--- src/rtl/mem_burst_ctrl_if.sv ---
// mem_burst_ctrl_if: command, write-beat and read-beat channels of
// the burst controller; master drives commands, slave serves them.
interface mem_burst_ctrl_if #(
  parameter int ADDR_W = 18,
  parameter int DATA_W = 8,
  parameter int LEN_W  = 8
);
  logic              cmd_valid;
  logic              cmd_ready;
  logic              cmd_write;
  logic [ADDR_W-1:0] cmd_addr;
  logic [LEN_W-1:0]  cmd_len;
  logic              wr_valid;
  logic              wr_ready;
  logic [DATA_W-1:0] wr_data;
  logic              rd_valid;
  logic [DATA_W-1:0] rd_data;
  logic              rd_last;
  logic              done;
  logic              busy;

  modport master (
    output cmd_valid, cmd_write, cmd_addr, cmd_len,
    output wr_valid, wr_data,
    input  cmd_ready, wr_ready, rd_valid, rd_data,
    input  rd_last, done, busy
  );

  modport slave (
    input  cmd_valid, cmd_write, cmd_addr, cmd_len,
    input  wr_valid, wr_data,
    output cmd_ready, wr_ready, rd_valid, rd_data,
    output rd_last, done, busy
  );
endinterface

--- src/rtl/mem_burst_ctrl.sv ---
// mem_burst_ctrl: burst read/write front-end for a synchronous SRAM.
// Define MEM_BURST_WRAP_ERR_EN to reject bursts crossing the top address.
module mem_burst_ctrl #(
  parameter int ADDR_W = 18,
  parameter int DATA_W = 8,
  parameter int LEN_W  = 8,
  parameter int RD_LAT = 1
) (
  input  logic              clk,
  input  logic              rst,
  mem_burst_ctrl_if.slave   bus,
  output logic              mem_cs,
  output logic              mem_w_en,
  output logic              mem_r_en,
  output logic [ADDR_W-1:0] mem_addr,
  output logic [DATA_W-1:0] mem_d_in,
  input  logic [DATA_W-1:0] mem_d_out
`ifdef MEM_BURST_WRAP_ERR_EN
  ,
  output logic              err
`endif
);
  typedef enum logic [1:0] {
    IDLE,
    WRITE,
    READ,
    DRAIN
  } state_t;

  state_t            state;
  logic [ADDR_W-1:0] cur_addr;
  logic [LEN_W-1:0]  beats_left;
  logic              cmd_ready;
  logic              wr_ready;
  logic              rd_valid;
  logic              rd_last;
  logic [DATA_W-1:0] rd_data;
  logic              done;
  logic              issue_last;
  logic [RD_LAT-1:0] vld_sr;
  logic [RD_LAT-1:0] lst_sr;
  logic              rd_fin;
  logic              wrap_err;

`ifdef MEM_BURST_WRAP_ERR_EN
  logic [ADDR_W:0] end_addr;
  assign end_addr = {1'b0, bus.cmd_addr} + (ADDR_W+1)'(bus.cmd_len);
  assign wrap_err = end_addr > {1'b0, {ADDR_W{1'b1}}};
`else
  assign wrap_err = 1'b0;
`endif

  assign rd_fin        = vld_sr[RD_LAT-1] & lst_sr[RD_LAT-1];
  assign bus.cmd_ready = cmd_ready;
  assign bus.wr_ready  = wr_ready;
  assign bus.rd_valid  = rd_valid;
  assign bus.rd_data   = rd_data;
  assign bus.rd_last   = rd_last;
  assign bus.done      = done;
  assign bus.busy      = (state != IDLE);

  always_ff @(posedge clk) begin
    if (rst) begin
      state      <= IDLE;
      cmd_ready  <= 1'b0;
      wr_ready   <= 1'b0;
      done       <= 1'b0;
      mem_cs     <= 1'b0;
      mem_w_en   <= 1'b0;
      mem_r_en   <= 1'b0;
      mem_addr   <= '0;
      mem_d_in   <= '0;
      cur_addr   <= '0;
      beats_left <= '0;
      issue_last <= 1'b0;
      vld_sr     <= '0;
      lst_sr     <= '0;
      rd_valid   <= 1'b0;
      rd_last    <= 1'b0;
      rd_data    <= '0;
`ifdef MEM_BURST_WRAP_ERR_EN
      err        <= 1'b0;
`endif
    end else begin
      done       <= 1'b0;
      cmd_ready  <= 1'b0;
      mem_cs     <= 1'b0;
      mem_w_en   <= 1'b0;
      mem_r_en   <= 1'b0;
      issue_last <= 1'b0;
`ifdef MEM_BURST_WRAP_ERR_EN
      err        <= 1'b0;
`endif
      // read-latency tracker follows the registered read strobe
      vld_sr[0] <= mem_r_en;
      lst_sr[0] <= mem_r_en & issue_last;
      for (int i = 1; i < RD_LAT; i++) begin
        vld_sr[i] <= vld_sr[i-1];
        lst_sr[i] <= lst_sr[i-1];
      end
      rd_valid <= vld_sr[RD_LAT-1];
      rd_last  <= rd_fin;
      if (vld_sr[RD_LAT-1]) rd_data <= mem_d_out;

      unique case (state)
        IDLE: begin
          cmd_ready <= !(bus.cmd_valid && cmd_ready);
          if (bus.cmd_valid && cmd_ready) begin
            cur_addr   <= bus.cmd_addr;
            beats_left <= bus.cmd_len;
            if (wrap_err) begin
              done <= 1'b1;
`ifdef MEM_BURST_WRAP_ERR_EN
              err  <= 1'b1;
`endif
            end else if (bus.cmd_write) begin
              wr_ready <= 1'b1;
              state    <= WRITE;
            end else begin
              state    <= READ;
            end
          end
        end
        WRITE: begin
          if (bus.wr_valid && wr_ready) begin
            mem_cs   <= 1'b1;
            mem_w_en <= 1'b1;
            mem_addr <= cur_addr;
            mem_d_in <= bus.wr_data;
            cur_addr <= cur_addr + ADDR_W'(1);
            if (beats_left == '0) begin
              wr_ready <= 1'b0;
              done     <= 1'b1;
              state    <= IDLE;
            end else begin
              beats_left <= beats_left - LEN_W'(1);
            end
          end
        end
        READ: begin
          mem_cs   <= 1'b1;
          mem_r_en <= 1'b1;
          mem_addr <= cur_addr;
          cur_addr <= cur_addr + ADDR_W'(1);
          if (beats_left == '0) begin
            issue_last <= 1'b1;
            state      <= DRAIN;
          end else begin
            beats_left <= beats_left - LEN_W'(1);
          end
        end
        DRAIN: begin
          if (rd_fin) begin
            done  <= 1'b1;
            state <= IDLE;
          end
        end
        default: state <= IDLE;
      endcase
    end
  end
endmodule

--- src/flat_wrapper.sv ---
// flat-port wrapper written by rule: the top's interface ports become plain ports
module mem_burst_ctrl_flat 
#(
  parameter int ADDR_W = 18,
  parameter int DATA_W = 8,
  parameter int LEN_W  = 8,
  parameter int RD_LAT = 1
)
  (clk, rst, mem_cs, mem_w_en, mem_r_en, mem_addr, mem_d_in, mem_d_out, bus_cmd_valid, bus_cmd_write, bus_cmd_addr, bus_cmd_len, bus_wr_valid, bus_wr_data, bus_cmd_ready, bus_wr_ready, bus_rd_valid, bus_rd_data, bus_rd_last, bus_done, bus_busy);
  mem_burst_ctrl_if #(.ADDR_W(ADDR_W), .DATA_W(DATA_W), .LEN_W(LEN_W)) bus_i ();
  input  logic clk;
  input  logic rst;
  output logic mem_cs;
  output logic mem_w_en;
  output logic mem_r_en;
  output logic [ADDR_W-1:0] mem_addr;
  output logic [DATA_W-1:0] mem_d_in;
  input  logic [DATA_W-1:0] mem_d_out;
  input wire logic [$bits(bus_i.cmd_valid)-1:0] bus_cmd_valid;
  input wire logic [$bits(bus_i.cmd_write)-1:0] bus_cmd_write;
  input wire logic [$bits(bus_i.cmd_addr)-1:0] bus_cmd_addr;
  input wire logic [$bits(bus_i.cmd_len)-1:0] bus_cmd_len;
  input wire logic [$bits(bus_i.wr_valid)-1:0] bus_wr_valid;
  input wire logic [$bits(bus_i.wr_data)-1:0] bus_wr_data;
  output wire logic [$bits(bus_i.cmd_ready)-1:0] bus_cmd_ready;
  output wire logic [$bits(bus_i.wr_ready)-1:0] bus_wr_ready;
  output wire logic [$bits(bus_i.rd_valid)-1:0] bus_rd_valid;
  output wire logic [$bits(bus_i.rd_data)-1:0] bus_rd_data;
  output wire logic [$bits(bus_i.rd_last)-1:0] bus_rd_last;
  output wire logic [$bits(bus_i.done)-1:0] bus_done;
  output wire logic [$bits(bus_i.busy)-1:0] bus_busy;
  assign bus_i.cmd_valid = bus_cmd_valid;
  assign bus_i.cmd_write = bus_cmd_write;
  assign bus_i.cmd_addr = bus_cmd_addr;
  assign bus_i.cmd_len = bus_cmd_len;
  assign bus_i.wr_valid = bus_wr_valid;
  assign bus_i.wr_data = bus_wr_data;
  assign bus_cmd_ready = bus_i.cmd_ready;
  assign bus_wr_ready = bus_i.wr_ready;
  assign bus_rd_valid = bus_i.rd_valid;
  assign bus_rd_data = bus_i.rd_data;
  assign bus_rd_last = bus_i.rd_last;
  assign bus_done = bus_i.done;
  assign bus_busy = bus_i.busy;
  mem_burst_ctrl #(.ADDR_W(ADDR_W), .DATA_W(DATA_W), .LEN_W(LEN_W), .RD_LAT(RD_LAT)) u_core (.clk(clk), .rst(rst), .bus(bus_i), .mem_cs(mem_cs), .mem_w_en(mem_w_en), .mem_r_en(mem_r_en), .mem_addr(mem_addr), .mem_d_in(mem_d_in), .mem_d_out(mem_d_out));
endmodule
--- config.mk ---
export PLATFORM = sky130hd
export DESIGN_NAME = mem_burst_ctrl_flat
export DESIGN_NICKNAME = d
export VERILOG_FILES = /design/src/rtl/mem_burst_ctrl_if.sv /design/src/rtl/mem_burst_ctrl.sv /design/src/flat_wrapper.sv
export SDC_FILE = /design/constraint.sdc
export NUM_CORES = 1
export LEC_CHECK = 0
export CAP_MARGIN = 20
export CORE_MARGIN = 2
export CORE_UTILIZATION = 44
export CTS_CLUSTER_SIZE = 8
export DETAILED_ROUTE_END_ITERATION = 8
export GPL_TIMING_DRIVEN = 0
export PLACE_DENSITY = 0.76
export SETUP_SLACK_MARGIN = 0.15
export SLEW_MARGIN = 20
export SYNTH_ARGS = -nofsm -noshare
export SYNTH_HDL_FRONTEND = slang
export SYNTH_SLANG_ARGS = --single-unit
export TNS_END_PERCENT = 30
--- constraint.sdc ---
create_clock -name clk -period 2.1 [get_ports clk]
set_clock_uncertainty 0.1 [all_clocks]
set_input_delay 0.42 -clock clk [delete_from_list [all_inputs] [get_ports clk]]
set_output_delay 0.42 -clock clk [all_outputs]
set_load 0.02 [all_outputs]
# --- Word level (Yosys, flattened, before mapping) ---
# Index checks and enable logic that the tools add are counted.
classes:
  n_eq_ne: 9
  bitwise: 5
  n_addsub: 2
  reduce_logical: 17
  mux: 28
ops:
  columns: ["cell", "count"]
  rows:
  - ["$mux W18", 3]
  - ["$pmux W18 S3", 1]
  - ["$pmux W18 S2", 1]
  - ["$mux W8", 3]
  - ["$pmux W8 S3", 1]
  - ["$add A18 B1 Y18 const B", 1]
  - ["$mux W2", 6]
  - ["$ne A2 B1 Y1 const B", 5]
  - ["$reduce_and A5 Y1", 2]
  - ["$mux W1", 9]
  - ["$logic_not A8 Y1", 1]
  - ["$pmux W2 S4", 1]
  - ["$sub A8 B1 Y8 const B", 1]
  - ["$pmux W1 S2", 3]
  - ["$reduce_bool A2 Y1", 3]
  - ["$reduce_or A2 Y1", 3]
  - ["$eq A2 B2 Y1 const B", 2]
  - ["$reduce_and A2 Y1", 2]
  - ["$not A1 Y1", 3]
  - ["$reduce_and A3 Y1", 1]
  - ["$reduce_bool A3 Y1", 1]
  - ["$and A1 B1 Y1", 2]
  - ["$eq A2 B1 Y1 const B", 1]
  - ["$logic_and A1 B1 Y1", 2]
  - ["other kinds (3)", 3]
word_totals:
  output_inout_bits: 43
  input_bits: 47
  register_bits: 73
  elab_cells: 78

# --- Depth between registers and ports, before layout ---
depth:
  depth_word: 4
  ltp_mapped: 9

# --- Worst setup path after synthesis ---
# No wires, ideal clock.
synth_path:
  kind: "reg-to-reg"
  startpoint: "reg u_core.state[0]"
  endpoint: "reg u_core.cur_addr[17]"
  setup_slack_ns: 0.083
  stages_incl_launch_ff: 8
  t_arrival_ns: 1.789
  path_cell_list: "dfxtp_1 inv_1 ha_1 buf_2 nand2b_1 or3_1 o211ai_1 o22ai_1"
synth_via:
  elab_chain_len: 3
synth_lines:
  columns: ["element", "line", "rtl"]
  rows:
  - ["start: declaration", "mem_burst_ctrl.sv:30", "state_t state;"]
  - ["start signal: assignment", "mem_burst_ctrl.sv:64", "state <= IDLE;"]
  - ["start signal: assignment", "mem_burst_ctrl.sv:118", "state <= WRITE;"]
  - ["start signal: assignment", "mem_burst_ctrl.sv:120", "state <= READ;"]
  - ["$eq A2 B1 Y1 (tied with other cells)", "mem_burst_ctrl.sv:105", "unique case (state)"]
  - ["$ne A2 B1 Y1 (no line) / $reduce_bool A3 Y1 (equally long branches)", null, null]
  - ["$reduce_and A3 Y1 (no line)", null, null]
  - ["end signal: assignment", "mem_burst_ctrl.sv:109", "cur_addr <= bus.cmd_addr;"]
  - ["end signal: assignment", "mem_burst_ctrl.sv:130", "cur_addr <= cur_addr + ADDR_W'(1);"]
  - ["end signal: assignment", "mem_burst_ctrl.sv:144", "cur_addr <= cur_addr + ADDR_W'(1);"]
  - ["end: declaration", "mem_burst_ctrl.sv:31", "logic [ADDR_W-1:0] cur_addr;"]
# Several ways; a longest one is shown, not always the timed one.
# A chain may end at the register's enable or synchronous reset.

# --- Final worst setup path ---
layout_path:
  startpoint: "reg u_core.beats_left[0]"
  endpoint: "reg u_core.beats_left[5]"
layout_via:
  elab_chain_len: 4
layout_lines:
  columns: ["element", "line", "rtl"]
  rows:
  - ["start: declaration", "mem_burst_ctrl.sv:32", "logic [LEN_W-1:0] beats_left;"]
  - ["start signal: assignment", "mem_burst_ctrl.sv:110", "beats_left <= bus.cmd_len;"]
  - ["start signal: assignment", "mem_burst_ctrl.sv:136", "beats_left <= beats_left - LEN_W'(1);"]
  - ["start signal: assignment", "mem_burst_ctrl.sv:149", "beats_left <= beats_left - LEN_W'(1);"]
  - ["$sub A8 B1 Y8 / $logic_not A8 Y1 (equally long branches)", null, null]
  - ["$mux W8 *", "mem_burst_ctrl.sv:131, mem_burst_ctrl.sv:145", null]
  - ["$mux W8", "mem_burst_ctrl.sv:125", "if (bus.wr_valid && wr_ready) begin"]
  - ["$pmux W8 S3 *", "mem_burst_ctrl.sv:105", null]
# Mark *: on every way between the ends. The rest lies on a longest branch, timed or not. The select of a mux whose other input is x is not followed.

==> summary.md <==
| Metric | Value |
|---|---|
| Clock Latency Late Sink | ~360 ps |
| Setup TNS | 0 ps |
| Post-synthesis adder-cell area fraction | around 2.5% |
| Layout Nets | about 600 |
| Via density | slightly below 6 |
| Maximum fanout along the worst path | 7 |
| TritonCTS clock tree | built |
| Overflow left after global routing | 0 |
| Clk root buf | clkbuf_8 |
| Layout cells sized above 1 | roughly 18% |
| Largest net degree at the start of global routing | 13 |
| Worst R2R Setup Slack | just under 100 ps |
| Initial antenna violation count | 0 |
| Hold Path End | u_core.lst_sr$_SDFF_PP0_ |
| Syn_nets | approximately 480 |
| Slowest CP cell | or4_4 |
| Cell area after layout | approximately 5200 um^2 |
| Post-synth ARST share | 0% |
| Synth Area in Simple Gates | roughly a quarter |
| Final period util | between 90% and 100% |
| First-pass GRT wire length | approximately 17000 um |
| DR DRC count | 0 |
| PnR Total Power | about 7400 uW |
| Worst-path clk slew | 80 ps |
| Mux share of post-synthesis cell area | between 3 and 4% |
| EDFF count, synth | 0 |
| Port bufs | 88 |
| Fin crit period | approximately 2000 ps |
| Arr. time, crit path | between 2000 and 2500 ps |
| Ys Warns | 0 |
| Final RePlAce weighted congestion | 0.905 |
| H-tree depth | 3 |
| GR Util met3 | 4.83% |
| Top-area cell type share of the netlist area | a little over two fifths |
| Vias | roughly 3900 |
| DIE AREA | 8660 um^2 |
| Critical path's top delay family | simple AND/OR/NAND/NOR gates |
| Dpl hpwl | 7400 um |
| Worst hold slack | 342 ps |
| Max-Cap Viols | 0 |
| Slew Viols, Final | 0 |
| FP Rows | 32 |
| Iteration-0 DRC Markers | around 470 |
| Synthesized area per cell | between 8 and 9 um^2 |
| Setup crit start kind | flop |
| Register bit total from synthesis | 73 |
| RR Startpoint | u_core.beats_left[0]$_SDFFE_PP0P_ |
| Number of global-route vias before repair | 3426 |
| Ranking of synthesized cells by area | dfxtp_1 (42%), nand2_1 (7.9%), a21oi_1 (6.7%) |
| Die Width | 93.1 um |
| GRT Overall Usage | between 20% and 30% |
| Yosys cell types | between 50 and 60 |
| M2 GR Usage | about two fifths |
| Worst Hold Depth | 1 |
| Layer with the highest usage | met2 |
| Outcome | finished clean |
| Critical path class | reg -> reg |
| R2r endpoint | u_core.beats_left[5]$_SDFFE_PP0P_ |
| Final setup violation count | 0 |
| Largest family of logic cells by synthesized area | simple AND/OR/NAND/NOR gates |
| Initial Util | between 40% and 50% |
| VDD IR max | 0.000930 V |
| Area delta synth->final | 48.2% |
| Power per cell area | 1440 nW/um^2 |
| Area post-placement | between 4000 and 5000 um^2 |
| Final WL | approximately 12000 um |
| Seq/Total Area, Yosys | 41.9% |
| # IOs | 90 |
| Layout fillers | roughly 600 |
| CTS max path bufs | 2 |
| Post-synth top flop | dfxtp_1 |
| Worst-Margin Slew | about 650 ps |
| Cells along the critical path | inv_2 -> ha_4 -> or3b_4 -> or4_4 -> buf_6 -> o211ai_1 -> a21oi_1 |
| Min-delay worst type | reg -> reg |
| Met1 GRT Util | roughly 33% |
| Routed Antenna Nets | 0 |
| Routed WL per cell | 17.8 um |
| Yosys top cell by area | dfxtp_1 |
| Synth top cells by count | dfxtp_1 (73), nand2_1 (73), a21oi_1 (47), nor2_1 (27), inv_1 (15) |
| Leak pwr | between 0.0015 and 0.002 uW |
| Antenna diodes | 0 |
| CP endpoint kind | flop |
| Sink Count | 73 |
| Max Clk Rate | between 400 and 500 MHz |
| Util after Layout | 67.3% |
| Mapped Area | between 3000 and 4000 um^2 |
| Slowest stage delay, CP | 430 ps |
| Final hold viol count | 0 |
| Reg2Reg Depth | 7 |
| Compound-Gate Fraction of Synth Area | between 20% and 30% |
| Chip height | 93.1 um |
| Req. time, crit path | 2220 ps |
| Max_slew headroom | 56.8% |
| Hold Crit Start | u_core.issue_last$_SDFF_PP0_ |
| CTS Buf Count | 9 |
| Core Region | 7690 um^2 |
| Syn Inst Count | 430 |
| XOR/XNOR Fraction of Synth Area | 0% |
| RSZ-0062 raised after global routing | true |
| CP Buf/Inv Count | 2 |
| 1st-pass router iterations | 5 |
==> layout make-up <==
class	instances	area (um^2)	area share [%]
clock buffer	11	131	2.54
multi-input combinational	316	2020	39.1
clock inverter	5	104	2.01
tap	102	128	2.47
sequential	73	1470	28.5
timing repair buffer	110	1070	20.8
buffer	26	178	3.44
inverter	15	61.3	1.19
==> registers in the layout, summed over array words and instances (netlist names) <==
signal and cells:
u_core.bus.rd_data 8, u_core.mem_addr 18, u_core.bus.done 1, u_core.mem_cs 1
u_core.lst_sr 1, u_core.bus.cmd_ready 1, u_core.issue_last 1, u_core.mem_d_in 8
u_core.bus.wr_ready 1, u_core.vld_sr 1, u_core.mem_w_en 1, u_core.beats_left 8
u_core.bus.rd_valid 1, u_core.state 2, u_core.mem_r_en 1, u_core.cur_addr 18
u_core.bus.rd_last 1
==> cells by family after synthesis <==
kind of cell,Yosys count
mux,11
simple gates,176
fa+ha+maj,7
buf+inv,41
compound gates,122
flops,73
==> stage by stage <==
stage,setup slack (ps),std cells
finish,98.0,658
CTS,60.0,639
global route,48.9,658
detailed placement,-463,620
floorplan,99.2,430
global placement,-400,620
==> power breakdown <==
| part | total (uW) | internal, uW | switching (uW) |
|---|---|---|---|
| registers | 1980 | 1670 | 311 |
| logic | 4100 | 1850 | 2250 |
| clock network | 1350 | 791 | 557 |
| total | 7420 | 4310 | 3120 |
==> worst max path at each step <==
stage	from	endpoint	slack [ps]	depth (start not counted)
2_1_floorplan	u_core.state[0]$_SDFFE_PP0P_	u_core.cur_addr[17]$_SDFFE_PP0P_	100	7
3_3_place_gp	u_core.state[0]$_SDFFE_PP0P_	u_core.cur_addr[9]$_SDFFE_PP0P_	-400	8
3_5_place_dp	bus_wr_valid	u_core.mem_addr[9]$_SDFFE_PP0P_	-460	7
4_1_cts	u_core.beats_left[0]$_SDFFE_PP0P_	u_core.beats_left[1]$_SDFFE_PP0P_	60	7
5_1_grt	u_core.beats_left[0]$_SDFFE_PP0P_	u_core.beats_left[5]$_SDFFE_PP0P_	50	7
6_report	u_core.beats_left[0]$_SDFFE_PP0P_	u_core.beats_left[5]$_SDFFE_PP0P_	100	7
==> placed cells by master, fill, tap and decap left out, types with 9 or more instances in the layout <==
cell type        synthesis  layout
a21oi_1                 47      47
a31oi_1                  9       9
nand2_1                 73      71
clkbuf_8                 0       9
clkdlybuf4s50_1          0      86
nand4_1                 10      10
mux2i_1                 11      11
dfxtp_1                 73      65
inv_1                   15      10
nand3_1                 12      10
nor3_1                  10       9
nor2b_1                 12      12
o21ai_0                 14      12
nor2_1                  27      27
buf_4                    0      22
==> repair_timing <==
item,4_1_cts,5_1_grt
hold buffers,0,0
setup buffers,3,17
setup endpoints to repair,50,57
cloned,0,2
pin swaps,1,10
gates resized for setup,40,45
==> layer usage <==
layer	up-vias	wire, um	share of wire (%)
li1	1794	-	-
met1	1799	4670	40
met2	226	5620	48
met3	40	998	8.5
met4	0	400	3.4
met5	-	0	0
Power figures use the tool's default switching activity.
